### src/rtl/calc_operand_sequencer_if.sv
// Switch/button inputs and captured-operand outputs shared between the
// operand sequencer and whatever drives it.
interface calc_operand_sequencer_if #(
    parameter int WIDTH = 4
);
    logic [WIDTH-1:0] sw;
    logic [1:0]       op_sw;
    logic             enter_btn;
    logic [WIDTH-1:0] a;
    logic [WIDTH-1:0] b;
    logic [1:0]       op;
    logic             go;
    logic [1:0]       step;

    modport master (
        output sw, op_sw, enter_btn,
        input  a, b, op, go, step
    );

    modport slave (
        input  sw, op_sw, enter_btn,
        output a, b, op, go, step
    );
endinterface

### src/rtl/calc_operand_sequencer.sv
// Collects operand A, operand B and the opcode from shared switches, one
// debounced button press each, then strobes go for one cycle.
module calc_operand_sequencer #(
    parameter int WIDTH           = 4,
    parameter int DEBOUNCE_CYCLES = 4
) (
    input logic                       clock,
    input logic                       clear,
    calc_operand_sequencer_if.slave   bus
);
    localparam int CNT_W = (DEBOUNCE_CYCLES > 2) ? $clog2(DEBOUNCE_CYCLES) : 1;
    localparam logic [CNT_W-1:0] CNT_LAST = CNT_W'(DEBOUNCE_CYCLES - 1);

    localparam logic [1:0] LOAD_A  = 2'd0;
    localparam logic [1:0] LOAD_B  = 2'd1;
    localparam logic [1:0] LOAD_OP = 2'd2;
    localparam logic [1:0] FIRE    = 2'd3;

    logic             s1;
    logic             s2;
    logic             db_level;
    logic             db_q;
    logic [CNT_W-1:0] db_cnt;
    logic             press;
    logic [1:0]       state;
    logic [WIDTH-1:0] a_reg;
    logic [WIDTH-1:0] b_reg;
    logic [1:0]       op_reg;

    always_ff @(posedge clock or posedge clear) begin
        if (clear) begin
            s1 <= 1'b0;
            s2 <= 1'b0;
        end else begin
            s1 <= bus.enter_btn;
            s2 <= s1;
        end
    end

    // The level only flips once s2 has disagreed with it for DEBOUNCE_CYCLES
    // consecutive samples; any agreement restarts the count.
    always_ff @(posedge clock or posedge clear) begin
        if (clear) begin
            db_level <= 1'b0;
            db_cnt   <= '0;
            db_q     <= 1'b0;
        end else begin
            db_q <= db_level;
            if (s2 == db_level) begin
                db_cnt <= '0;
            end else if (db_cnt == CNT_LAST) begin
                db_level <= ~db_level;
                db_cnt   <= '0;
            end else begin
                db_cnt <= db_cnt + 1'b1;
            end
        end
    end

    assign press = db_level & ~db_q;

    always_ff @(posedge clock or posedge clear) begin
        if (clear) begin
            state  <= LOAD_A;
            a_reg  <= '0;
            b_reg  <= '0;
            op_reg <= '0;
        end else begin
            case (state)
                LOAD_A: begin
                    if (press) begin
                        a_reg <= bus.sw;
                        state <= LOAD_B;
                    end
                end
                LOAD_B: begin
                    if (press) begin
                        b_reg <= bus.sw;
                        state <= LOAD_OP;
                    end
                end
                LOAD_OP: begin
                    if (press) begin
                        op_reg <= bus.op_sw;
                        state  <= FIRE;
                    end
                end
                default: state <= LOAD_A;
            endcase
        end
    end

    // go comes straight off the state register so it never glitches on inputs.
    assign bus.go   = (state == FIRE);
    assign bus.step = state;
    assign bus.a    = a_reg;
    assign bus.b    = b_reg;
    assign bus.op   = op_reg;
endmodule

### src/flat_wrapper.sv
// flat-port wrapper written by rule: the top's interface ports become plain ports
module calc_operand_sequencer_flat 
#(
    parameter int WIDTH           = 4,
    parameter int DEBOUNCE_CYCLES = 4
)
  (clock, clear, bus_sw, bus_op_sw, bus_enter_btn, bus_a, bus_b, bus_op, bus_go, bus_step);
  calc_operand_sequencer_if #(.WIDTH(WIDTH)) bus_i ();
  input logic clock;
  input logic clear;
  input wire logic [$bits(bus_i.sw)-1:0] bus_sw;
  input wire logic [$bits(bus_i.op_sw)-1:0] bus_op_sw;
  input wire logic [$bits(bus_i.enter_btn)-1:0] bus_enter_btn;
  output wire logic [$bits(bus_i.a)-1:0] bus_a;
  output wire logic [$bits(bus_i.b)-1:0] bus_b;
  output wire logic [$bits(bus_i.op)-1:0] bus_op;
  output wire logic [$bits(bus_i.go)-1:0] bus_go;
  output wire logic [$bits(bus_i.step)-1:0] bus_step;
  assign bus_i.sw = bus_sw;
  assign bus_i.op_sw = bus_op_sw;
  assign bus_i.enter_btn = bus_enter_btn;
  assign bus_a = bus_i.a;
  assign bus_b = bus_i.b;
  assign bus_op = bus_i.op;
  assign bus_go = bus_i.go;
  assign bus_step = bus_i.step;
  calc_operand_sequencer #(.WIDTH(WIDTH), .DEBOUNCE_CYCLES(DEBOUNCE_CYCLES)) u_core (.clock(clock), .clear(clear), .bus(bus_i));
endmodule
### config.mk
export PLATFORM = sky130hd
export DESIGN_NAME = calc_operand_sequencer_flat
export DESIGN_NICKNAME = d
export VERILOG_FILES = /design/src/rtl/calc_operand_sequencer_if.sv /design/src/rtl/calc_operand_sequencer.sv /design/src/flat_wrapper.sv
export SDC_FILE = /design/constraint.sdc
export NUM_CORES = 1
export LEC_CHECK = 0
export ABC_AREA = 1
export CAP_MARGIN = 20
export CORE_ASPECT_RATIO = 1.5
export CORE_UTILIZATION = 30
export CTS_CLUSTER_DIAMETER = 100
export DETAILED_ROUTE_END_ITERATION = 7
export PLACE_DENSITY = 0.51
export SLEW_MARGIN = 20
export SYNTH_ARGS = -nofsm -noshare
export SYNTH_HDL_FRONTEND = slang
export SYNTH_SLANG_ARGS = --single-unit
### constraint.sdc
create_clock -name clock -period 2.2 [get_ports clock]
set_clock_uncertainty 0.1 [all_clocks]
set_input_delay 0.44 -clock clock [delete_from_list [all_inputs] [get_ports clock]]
set_output_delay 0.44 -clock clock [all_outputs]
set_load 0.005 [all_outputs]
* Word-level counts from Yosys, hierarchy flattened *
Cells that the tools add are included.

storage, ports and cells
  register bits after elaboration = 18
  bits in latches = 0
  RAM bits = 0
  ROM bits = 0
  output and inout bits = 13
  logic and storage cells = 34
  memories = 0

operators by class
  add/subtract/negate cells = 1
  multipliers = 0
  div/mod/pow operators = 0
  $lt $le $gt $ge = 0
  equality and inequality tests = 8
  shifts and indexed selects = 0
  multiplexer cells = 6
  bitwise operators = 4
  reduce and logical (&&, ||, !) cells = 6

operator list
  kind                 number
  $mux 2               5
  $reduce_and 2->1     4
  $eq 2x2->1 const B   3
  $ne 2x1->1 const B   3
  $pmux 2 s3           1
  $not 1->1            3
  $reduce_and 3->1     1
  $add 2x1->2 const B  1
  $eq 2x1->1 const B   1
  $logic_not 2->1      1
  $and 1x1->1          1
  $eq 1x1->1           1

* Depth between registers and ports, before layout *
Gate-level depths: netlist of run 1.

  depth in word-level cells = 4
  depth in mapped cells = 7
  depth with buffers taken out = 7

* Least setup slack after synthesis of run 1 *
Ideal clock, no wire load.

  kind = register to register
  start point = register u_core.state[0] (netlist: u_core.bus.step[0])
  end point = register u_core.state[1] (netlist: u_core.bus.step[1])
  arrival = 0.982 ns
  data required time = 1.983 ns
  setup slack = 1.001 ns
  stages on the path, launching flop included = 7
  cell sequence = dfrtp_1 > inv_1 > ha_1 > nor2_1 > nand2_1 > nand3_1 > nand2_1

on the way
  word-level cells in the longest chain between the ends = 3

RTL lines
  element                                   line                          text
  start: declaration                        calc_operand_sequencer.sv:25  logic [1:0] state;
  start signal: assignment                  calc_operand_sequencer.sv:64  state <= LOAD_A;
  start signal: assignment                  calc_operand_sequencer.sv:73  state <= LOAD_B;
  start signal: assignment                  calc_operand_sequencer.sv:79  state <= LOAD_OP;
  $eq 2x2->1, or another cell as far along  calc_operand_sequencer.sv:69  case (state)
  $ne 2x1->1 (no source line)               --
  $reduce_and 3->1 (no source line)         --

Parallel ways exist; a longest one is shown, timed or not.
A chain may end at the register's enable or synchronous reset.

* Worst setup path in the final report of run 1 *
  start point = register u_core.state[0] (netlist: u_core.bus.step[0])
  end point = output bus_go

on the way
  word-level cells in the longest chain between the ends = 1

RTL lines
  element           line                          text
  $eq 2x2->1        calc_operand_sequencer.sv:94  assign bus.go = (state == FIRE);
  end: declaration  flat_wrapper.sv:17            output wire logic [$bits(bus_i.go)-1:0] bus_go;

No other way between the ends.

==> impl_metrics.toml, run 1 <==
[outcome]
outcome = "finished with violations"
violated_checks = "DRC"

[detailed_routing]
drc = 1
vias_per_cell = 4.35
detailedRoute.firstPassIterationCount = 5
drtAntennaViolNets = 0
vias = 579
avgRoutedWirePerCell_um = 9.95
drt_iter0_drc = 32
total_wire_length_um = 1320

[power_and_ir_drop]
fin_total_pwr_mw = 1.41
power_density_nw_per_um2 = 1320
worst_ir_drop_vdd_mv = 0.557
leakagePower_nw = 0.542

[critical_path]
critPathArrivalTime_ns = 1.37
timing.critical_path.cells = "ha_1 > clkdlybuf4s50_1"
timing.rr.start = "u_core.bus.step[0]"
setup.reg_to_reg.worst_slack_ns = 0.91
criticalPathCategory = "reg2out"
worst_path_largest_cell_delay_ns = 0.44
slowest_stage = "sky130_fd_sc_hd__dfrtp_1"
crit_path_end_kind = "output port"
timing.reg2reg.worst_path_depth = 6
worstPathRequired_ns = 1.66
crit_path_max_fo = 5
cp_startpoint_kind = "flip-flop"
reg2reg_to = "u_core.bus.a[2]"

[cells_and_area]
seqCellArea_um2 = 450
post_route_cells_drive_above_1_share_pct = 11.9
final.fill_count = 249
multi_input_area_um2 = 300
layout.nets = 124
num_antenna_cells = 0
area_delta_synth_final_pct = 36.2

[floorplanning]
die_height_um = 64.6
coreArea_um2 = 2450
io_pins = 22
die_area_um2 = 2830
initial_utilization_pct = 32.0
die_x_um = 43.8
placement_rows = 22

[hold_path]
timing.hold.worst.class = "reg2reg"
hold_path.startpoint = "u_core.s1"
min_to = "u_core.s2"
holdPathStages = 0

[cts]
ctsResizeCount = 0
cts-root-to-sink-buffers = 2
hold_buffers = 0
tritoncts = "yes"
cts_buf_count = 3
cts-htree-levels = 1
cts_setup_buffers = 0
worst_setup_hold_path_clk_slew_ns = 0.11
sink_count = 18
clock_tree.root_cell = "sky130_fd_sc_hd__clkbuf_4"
clkLatencyLatePin_ns = 0.29

[synth]
ys_dominant_reg_cell = "sky130_fd_sc_hd__dfrtp_1"
synth_top_area_share_pct = 57.4
synth_enable_flop_cells = 0
synth.yosys.seq_area_share_pct = 57.4
synth_largest_area_cell = "sky130_fd_sc_hd__dfrtp_1"
yosys_warnings = 0
synth.top_cells.by_count = "36 x sky130_fd_sc_hd__nand2_1, 18 x sky130_fd_sc_hd__dfrtp_1, 8 x sky130_fd_sc_hd__inv_1"
syn_area_per_cell_um2 = 9.45
synth.distinct_cells = 14
ys_async_sr_fraction_pct = 100
synth_cells = 83
synth.most_common_cell = "sky130_fd_sc_hd__nand2_1"
postSynthNetCount = 97
post_synth_instance_area_um2 = 785
ys_seq_elements = 18
ys_top_cells_by_area = "sky130_fd_sc_hd__dfrtp_1 57%, sky130_fd_sc_hd__nand2_1 17%, sky130_fd_sc_hd__ha_1 8.0%, sky130_fd_sc_hd__inv_1 3.8%, sky130_fd_sc_hd__nor2_4 2.9%"

[timing]
timing.max_slew.rel_slack_pct = 84.9
rsz0062_at_grt = "false"
layout_worst_path_cycle_share_pct = 87.0
postLayoutSetupSlackWorst_ns = 0.287
timing.final.hold_violations = 0
max_fclk_mhz = 523
timing_worst_slew_pin_value_ns = 0.227
slew_violations = 0
clock_period_minus_final_worst_setup_slack_ns = 1.91
setup-violations-final = 0
worst_hold_slack_across_all_endpoints_ns = 0.260
final_total_negative_setup_slack_ns = 0

[global_routing]
grt.total_usage_pct = 11.0
grt_first_pass_wirelength_um = 2330
largest_net_degree_at_the_start_of_global_routing = 19
grt_antenna_before_repair = 0
grt_remaining_overflow = 0
grt_pass1_vias = 545

[placement]
dpl_worst_slack_ns = 0.615
globalplace.congestion = 0.731
io_buffer_count = 21
dp_hpwl_um = 1030

[flow_run]
maxCapViolCount = 0
[metrics by stage]
stage | utilization, % | std cells | area (um^2)
floorplan | - | 83 | 785
global placement | 42.1 | 129 | 1030
detailed placement | 42.1 | 129 | 1030
CTS | 43.6 | 133 | 1070
global route | 43.6 | 133 | 1070
finish | 43.6 | 133 | 1070
[power breakdown]
part	switching, mW	internal (mW)	total, mW
combinational	0.297	0.344	0.641
sequential	0.0911	0.476	0.567
clock	0.0989	0.101	0.200
[worst max-delay path: cells and delay by family (launching register included)]
family / cells / cell delay (ns)
buf+inv: 1 / 0.43
flops: 1 / 0.44
fa+ha+maj: 1 / 0.21
[logic make-up (layout without fill, tap and decap cells)]
group / count (synthesis) / after routing / share of synthesized area, %
and+or+nand+nor: 48 / 48 / 27.1
DFF: 18 / 18 / 57.4
buffers and inverters: 9 / 35 / 4.31
adders and majority gates: 5 / 5 / 7.97
AOI/OAI and AO/OA: 1 / 1 / 0.637
xor gates and xnor gates: 1 / 1 / 1.12
muxes: 1 / 1 / 1.44
[worst max path at each step]
stage                             from            endpoint  slack (ns)  depth (start not counted)
floorplan           u_core.bus.step[0]  u_core.bus.step[1]        1.00                          6
global placement    u_core.bus.step[0]              bus_go        0.63                          2
detailed placement  u_core.bus.step[0]              bus_go        0.62                          2
CTS                 u_core.bus.step[0]              bus_go        0.28                          2
global route        u_core.bus.step[0]              bus_go        0.24                          2
finish              u_core.bus.step[0]              bus_go        0.29                          2
[area by class of cell]
type	instances	area share, %
inverters	9	3.16
flip-flops and latches	18	42.2
multi-input cells	56	28.1
repair buffers	22	20.4
well taps	24	2.81
clock buffers	4	3.40
[metal layers]
| metal | part of all wire, % | vias up | global-route usage, % |
|---|---|---|---|
| met2 | 45 | 17 | 15.7 |
| met1 | 47 | 260 | 15.4 |
| met3 | 6.3 | 2 | 1.95 |
| met4 | 1.1 | 0 | 5.86 |
| li1 | - | 300 | - |
| met5 | 0 | - | 0 |
[cell usage in the layout (no fill, tap or decap)]
| cell | instances |
|---|---|
| sky130_fd_sc_hd__nand2_1 | 36 |
| sky130_fd_sc_hd__clkdlybuf4s50_1 | 21 |
| sky130_fd_sc_hd__dfrtp_1 | 18 |
| sky130_fd_sc_hd__inv_1 | 8 |
| sky130_fd_sc_hd__ha_1 | 5 |
| sky130_fd_sc_hd__nor2_1 | 4 |
| sky130_fd_sc_hd__clkbuf_4 | 3 |
| sky130_fd_sc_hd__nand2_2 | 2 |
| sky130_fd_sc_hd__nor2_4 | 2 |
| sky130_fd_sc_hd__nand3_1 | 2 |
| sky130_fd_sc_hd__nand2_4 | 1 |
| sky130_fd_sc_hd__inv_2 | 1 |
| sky130_fd_sc_hd__o21ai_0 | 1 |
| sky130_fd_sc_hd__or2_2 | 1 |
| sky130_fd_sc_hd__xnor2_1 | 1 |
| sky130_fd_sc_hd__mux2_2 | 1 |
| sky130_fd_sc_hd__clkbuf_8 | 1 |
| sky130_fd_sc_hd__buf_4 | 1 |
Power figures use the tool's default switching activity.
==> inputs of run 2 (changes only) <==
--- a/config.mk
+++ b/config.mk
@@ -7,7 +7,6 @@
 export LEC_CHECK = 0
 export ABC_AREA = 1
 export CAP_MARGIN = 20
-export CORE_ASPECT_RATIO = 1.5
 export CORE_UTILIZATION = 30
 export CTS_CLUSTER_DIAMETER = 100
 export DETAILED_ROUTE_END_ITERATION = 7
==> run 2 against run 1 <==
  * The run now ends clean
  * Final area rose by 0.70%
  * Cell count is 4.5% higher
  * Sequential power is essentially flat
  * Wire length increased by 5.2%
  * Register-to-register slack hardly changed
  * Fmax down 0.20%
  * Die area fell by 0.16%
  * Total power up 0.70%
  * Critical path depth did not move
  * First-iteration DRC count is 84% lower
  * Non-clock buffer count is the same
==> impl_metrics.toml, run 2 (same netlist as run 1, synthesis figures left out) <==
[cts]
hold_buffers = 0
cts-root-to-sink-buffers = 2
worst_setup_hold_path_clk_slew_ns = 0.10
cts_buf_count = 3
ctsResizeCount = 0
tritoncts = "yes"
sink_count = 18
cts-htree-levels = 1
clock_tree.root_cell = "sky130_fd_sc_hd__clkbuf_4"
cts_setup_buffers = 0
clkLatencyLatePin_ns = 0.29

[detailed_routing]
detailedRoute.firstPassIterationCount = 2
drtAntennaViolNets = 0
total_wire_length_um = 1390
drc = 0
vias_per_cell = 4.14
vias = 576
avgRoutedWirePerCell_um = 10.0
drt_iter0_drc = 5

[critical_path]
criticalPathCategory = "reg2out"
critPathArrivalTime_ns = 1.38
critPathTopFamily = "buffers and inverters"
slowest_stage = "sky130_fd_sc_hd__clkdlybuf4s50_1"
worst_path_largest_cell_delay_ns = 0.49
critical_path.n_buffers_inverters = 1
cp_startpoint_kind = "flip-flop"
crit_path_end_kind = "output port"
timing.critical_path.cells = "ha_1 > clkdlybuf4s50_1"
worstPathRequired_ns = 1.66
crit_path_max_fo = 5

[floorplanning]
die_x_um = 53.1
die_area_um2 = 2820
coreArea_um2 = 2480
die_height_um = 53.1
placement_rows = 18
io_pins = 22
initial_utilization_pct = 31.7

[cells_and_area]
num_antenna_cells = 0
layout_commonest_cell = "sky130_fd_sc_hd__nand2_1"
area_delta_synth_final_pct = 37.2
utilization_pct = 43.4
layout.nets = 124
mostFrequentLayoutCells = "36 x sky130_fd_sc_hd__nand2_1, 21 x sky130_fd_sc_hd__clkdlybuf4s50_1, 18 x sky130_fd_sc_hd__dfrtp_1"
post_route_cells_drive_above_1_share_pct = 11.9

[global_routing]
grt.total_usage_pct = 12.8
grt_first_pass_wirelength_um = 2560
grt_pass1_vias = 598
grt_antenna_before_repair = 0
grt_remaining_overflow = 0
largest_net_degree_at_the_start_of_global_routing = 19

[timing]
max_fclk_mhz = 522
clock_period_minus_final_worst_setup_slack_ns = 1.92
timing.max_slew.rel_slack_pct = 84.3
final_total_negative_setup_slack_ns = 0
worst_hold_slack_across_all_endpoints_ns = 0.268
timing.final.hold_violations = 0
timing_worst_slew_pin_value_ns = 0.236
layout_worst_path_cycle_share_pct = 87.1
slew_violations = 0
rsz0062_at_grt = "false"
setup-violations-final = 0

[placement]
dp_hpwl_um = 1050
globalplace.congestion = 0.755
io_buffer_count = 21

[power_and_ir_drop]
power_density_nw_per_um2 = 1320
leakagePower_nw = 0.542
worst_ir_drop_vdd_mv = 0.734

[hold_path]
timing.hold.worst.class = "reg2reg"

[outcome]
outcome = "finished, final reports clean"

[flow_run]
maxCapViolCount = 0
[run 2: routing by layer]
metal  GRT usage [%]  share of wire [%]  vias to the layer above
li1                -                  -                      302
met1            16.8                 51                      256
met2            20.0                 42                       18
met3            5.46                6.8                        0
met4            1.32                  0                        0
met5               0                  0                        -
[run 2: report_power, final]
part	leakage (nW)	total (mW)	switching, mW	internal [mW]
Sequential	0.220	0.567	0.0910	0.476
Combinational	0.301	0.650	0.305	0.345
Clock	0.0210	0.200	0.0995	0.101
Total	0.542	1.42	0.495	0.922
[run 2: cell type report]
| type | instances | area, um^2 |
|---|---|---|
| fillers | 254 | 1400 |
| clock buffers | 4 | 36.3 |
| repair buffers | 22 | 218 |
| multi-input cells | 56 | 300 |
| flip-flops and latches | 18 | 450 |
| well taps | 30 | 37.5 |
| inverters | 9 | 33.8 |
[run 2: worst reg2reg max path, stage by stage (launching register included)]
cell                      delay (ns)
sky130_fd_sc_hd__dfrtp_1        0.42
sky130_fd_sc_hd__inv_1          0.08
sky130_fd_sc_hd__ha_1           0.24
sky130_fd_sc_hd__nor2_1         0.11
sky130_fd_sc_hd__nand2_1        0.09
sky130_fd_sc_hd__nand3_1        0.07
sky130_fd_sc_hd__nand2_1        0.06
[run 2: through the flow]
stage	power (mW)	cell area (um^2)	instances	setup slack, ns
2_1_floorplan	0.920	785	83	1.00
3_3_place_gp	1.23	1040	135	0.625
3_5_place_dp	1.23	1040	135	0.592
4_1_cts	1.44	1080	139	0.256
5_1_grt	1.58	1080	139	0.203
6_report	1.42	1080	139	0.283
[run 2: final timing paths]
path	cells after the start	endpoint	slack (ns)	start
max	2	bus_go	0.28	u_core.bus.step[1]
min reg2reg	0	u_core.s2	0.27	u_core.s1
max reg2reg	6	u_core.bus.step[0]	0.92	u_core.bus.step[0]
min	0	u_core.s2	0.27	u_core.s1
min in group asynchronous	3	u_core.bus.op[0]	0.37	clear
max in group asynchronous	3	u_core.bus.b[3]	1.44	clear
==> inputs of run 3 (changes only) <==
--- a/config.mk
+++ b/config.mk
@@ -6,7 +6,7 @@
 export NUM_CORES = 1
 export LEC_CHECK = 0
 export ABC_AREA = 1
-export CAP_MARGIN = 20
+export CAP_MARGIN = 0
 export CORE_UTILIZATION = 30
 export CTS_CLUSTER_DIAMETER = 100
 export DETAILED_ROUTE_END_ITERATION = 7
==> results of run 3 <==
No change in the layout: final DEF, timing and power equal those of run 2.
==> edit (settings of run 2) <==
`DEBOUNCE_CYCLES` is set to 4 in 2 places; all go to 2.
--- a/src/rtl/calc_operand_sequencer.sv
+++ b/src/rtl/calc_operand_sequencer.sv
@@ -2,7 +2,7 @@
 // debounced button press each, then strobes go for one cycle.
 module calc_operand_sequencer #(
     parameter int WIDTH           = 4,
-    parameter int DEBOUNCE_CYCLES = 4
+    parameter int DEBOUNCE_CYCLES = 2
 ) (
     input logic                       clock,
     input logic                       clear,
--- a/src/flat_wrapper.sv
+++ b/src/flat_wrapper.sv
@@ -2,7 +2,7 @@
 module calc_operand_sequencer_flat 
 #(
     parameter int WIDTH           = 4,
-    parameter int DEBOUNCE_CYCLES = 4
+    parameter int DEBOUNCE_CYCLES = 2
 )
   (clock, clear, bus_sw, bus_op_sw, bus_enter_btn, bus_a, bus_b, bus_op, bus_go, bus_step);
   calc_operand_sequencer_if #(.WIDTH(WIDTH)) bus_i ();
Check against the original RTL: not equivalent (Yosys sat finds a counterexample within 10 cycles, from zero or initial values).
==> edit against run 2 <==
Core utilization rose by 1.2 points. Sequential share of layout area shrank 0.35 points. Synthesized cell count shrank 2.4%. Global-route usage is 0.13 points higher. Total power fell by 4.9%. Register-to-register slack lost 0.09 ns. Sequential cell count down 1. Worst setup slack worse by 0.026 ns. Area after synthesis fell by 4.1%. Wire length grew 1.7%. Final area fell by 4.8%. Critical endpoint unchanged. Largest power group unchanged. Highest routed layer is now met4.
==> edit: results (changes against run 2) <==
Worst setup path:
- The internal reg-to-reg setup slack is 0.83 ns (was 0.92 ns).
- The reg-to-reg critical path endpoint is u_core.bus.step[1] (was u_core.bus.step[0]).
- The slowest cell on the critical path was sky130_fd_sc_hd__clkdlybuf4s50_1 (unchanged).
- The critical-path maximum fanout is 6 (was 5).
- The critical path arrival is 1.40 ns (was 1.38 ns).

Placed design:
- The detailed placement HPWL was 1.11 mm (was 1.05 mm).
- The number of port buffers is 21 (unchanged).
- The placement-stage cell area is 997 sq um (was 1040 sq um).
- The final estimated routing congestion in global placement is 0.766 (was 0.755).
- The number of placed cells counting well taps was 130 (was 135).

Global routing:
- The global-route usage over all layers is 12.9% (was 12.8%).
- The pin count of the biggest net entering global routing is 18 (was 19).
- The global-route wire length before repair was 2.44 mm (was 2.56 mm).

Route:
- The topmost layer with routed signal wires is met4 (was met3).
- The count of routing violations after the opening detailed-route iteration was 1 (was 5).
- The total number of vias is 561 (was 576).
- The detailed-route wire length on metal 1 is 660 um (was 706 um).
- The iteration count of the initial detailed-routing pass is 2 (unchanged).
- The met3 wire length is 59 um (was 95 um).
- The amount of wire on met2 after detailed routing is 668 um (was 590 um).
- The average wire length per cell after detail routing is 10.6 um (was 10.0 um).
- The total detailed-routing wirelength is 1.42 mm (was 1.39 mm).

Logic synthesis:
- The total of warnings raised by yosys is 0 (unchanged).
- The net count of the mapped netlist is 95 (was 97).
- The average instance area after synthesis was 9.28 sq um (was 9.45 sq um).
- The most instantiated flip-flop cell in the synthesis netlist is sky130_fd_sc_hd__dfrtp_1 (unchanged).
- The count of different cell masters after synthesis is 12 (was 14).
- Top cells by area, synth: sky130_fd_sc_hd__dfrtp_1, sky130_fd_sc_hd__nand2_1, sky130_fd_sc_hd__ha_1 (unchanged).
- Top cells by count, synth: sky130_fd_sc_hd__nand2_1, sky130_fd_sc_hd__dfrtp_1, sky130_fd_sc_hd__inv_1 (unchanged).
- The sequential share of the synthesized area is 56.6% (was 57.4%).

Clock network:
- The number of gates resized after CTS is 0 (unchanged).

Finish:
- The final-stage net count came to 121 (was 124).
- The fill cell instance count of the final layout is 232 (was 254).
- The count of inserted antenna diode cells is 0 (unchanged).
- The share of layout cells above drive strength 1 was 10.4% (was 11.9%).

Power and ir drop:
- The largest voltage drop on the vdd net is 561 uV (was 734 uV).
- The leakage dissipation is 0.518 nW (was 0.542 nW).

Run status:
- Result of the run: complete, no violations (unchanged).

Hold path:
- The worst hold-check path type was reg -> reg (unchanged).

STA:
- The measured slew at the worst slew-check pin came to 0.643 ns (was 0.236 ns).
edit: final cells by class:
cell class / count / area, sq um / share of cell area, %
Timing Repair Buffer: 21 / 210 / 20.5
Sequential cell: 17 / 425 / 41.5
Clock buffer: 3 / 22.5 / 2.20
Clock inverter: 1 / 5.00 / 0.488
Tap cell: 28 / 35.0 / 3.42
Inverter: 9 / 33.8 / 3.30
Multi-Input combinational cell: 55 / 293 / 28.6
edit: through the flow:
step / worst slack (ns) / power, mW / util [%] / hold slack [ns]
after floorplan: 0.941 / 0.888 / - / 0.231
after global placement: 0.603 / 1.19 / 43.4 / 0.246
after detailed placement: 0.569 / 1.21 / 43.4 / 0.245
after CTS: 0.239 / 1.37 / 44.6 / 0.269
after global routing: 0.175 / 1.49 / 44.6 / 0.283
final: 0.257 / 1.35 / 44.6 / 0.266
edit: worst max-delay path by stage:
stage | depth (start not counted) | slack [ns] | to | from
after floorplan | 6 | 0.94 | u_core.bus.step[1] | u_core.bus.step[0]
after global placement | 2 | 0.60 | bus_go | u_core.bus.step[1]
after detailed placement | 2 | 0.57 | bus_go | u_core.bus.step[0]
after CTS | 2 | 0.24 | bus_go | u_core.bus.step[0]
after global routing | 2 | 0.17 | bus_go | u_core.bus.step[0]
final | 2 | 0.26 | bus_go | u_core.bus.step[0]
edit: layer usage:
| metal | GRT usage [%] | up-vias |
|---|---|---|
| met5 | 0 | - |
| met4 | 5.41 | 0 |
| met3 | 5.26 | 2 |
| met2 | 19.4 | 9 |
| met1 | 16.1 | 260 |
| li1 | - | 290 |
edit: report_power, final:
| group | total [mW] | leakage, nW | switching [mW] | internal (mW) |
|---|---|---|---|---|
| logic | 0.632 | 0.294 | 0.296 | 0.336 |
| clock network | 0.166 | 0.0177 | 0.0979 | 0.0676 |
| registers | 0.551 | 0.206 | 0.0991 | 0.452 |
edit: cells by family (layout without fill, tap and decap cells):
family | Yosys count | after routing | share of synthesized area (%)
flip-flops | 17 | 17 | 56.6
buffers and inverters | 9 | 34 | 4.49
AND/OR/NAND/NOR | 48 | 48 | 28.0
multiplexers | 1 | 1 | 1.50
adder cells (fa/ha/maj) | 5 | 5 | 8.32
XOR/XNOR | 1 | 1 | 1.16
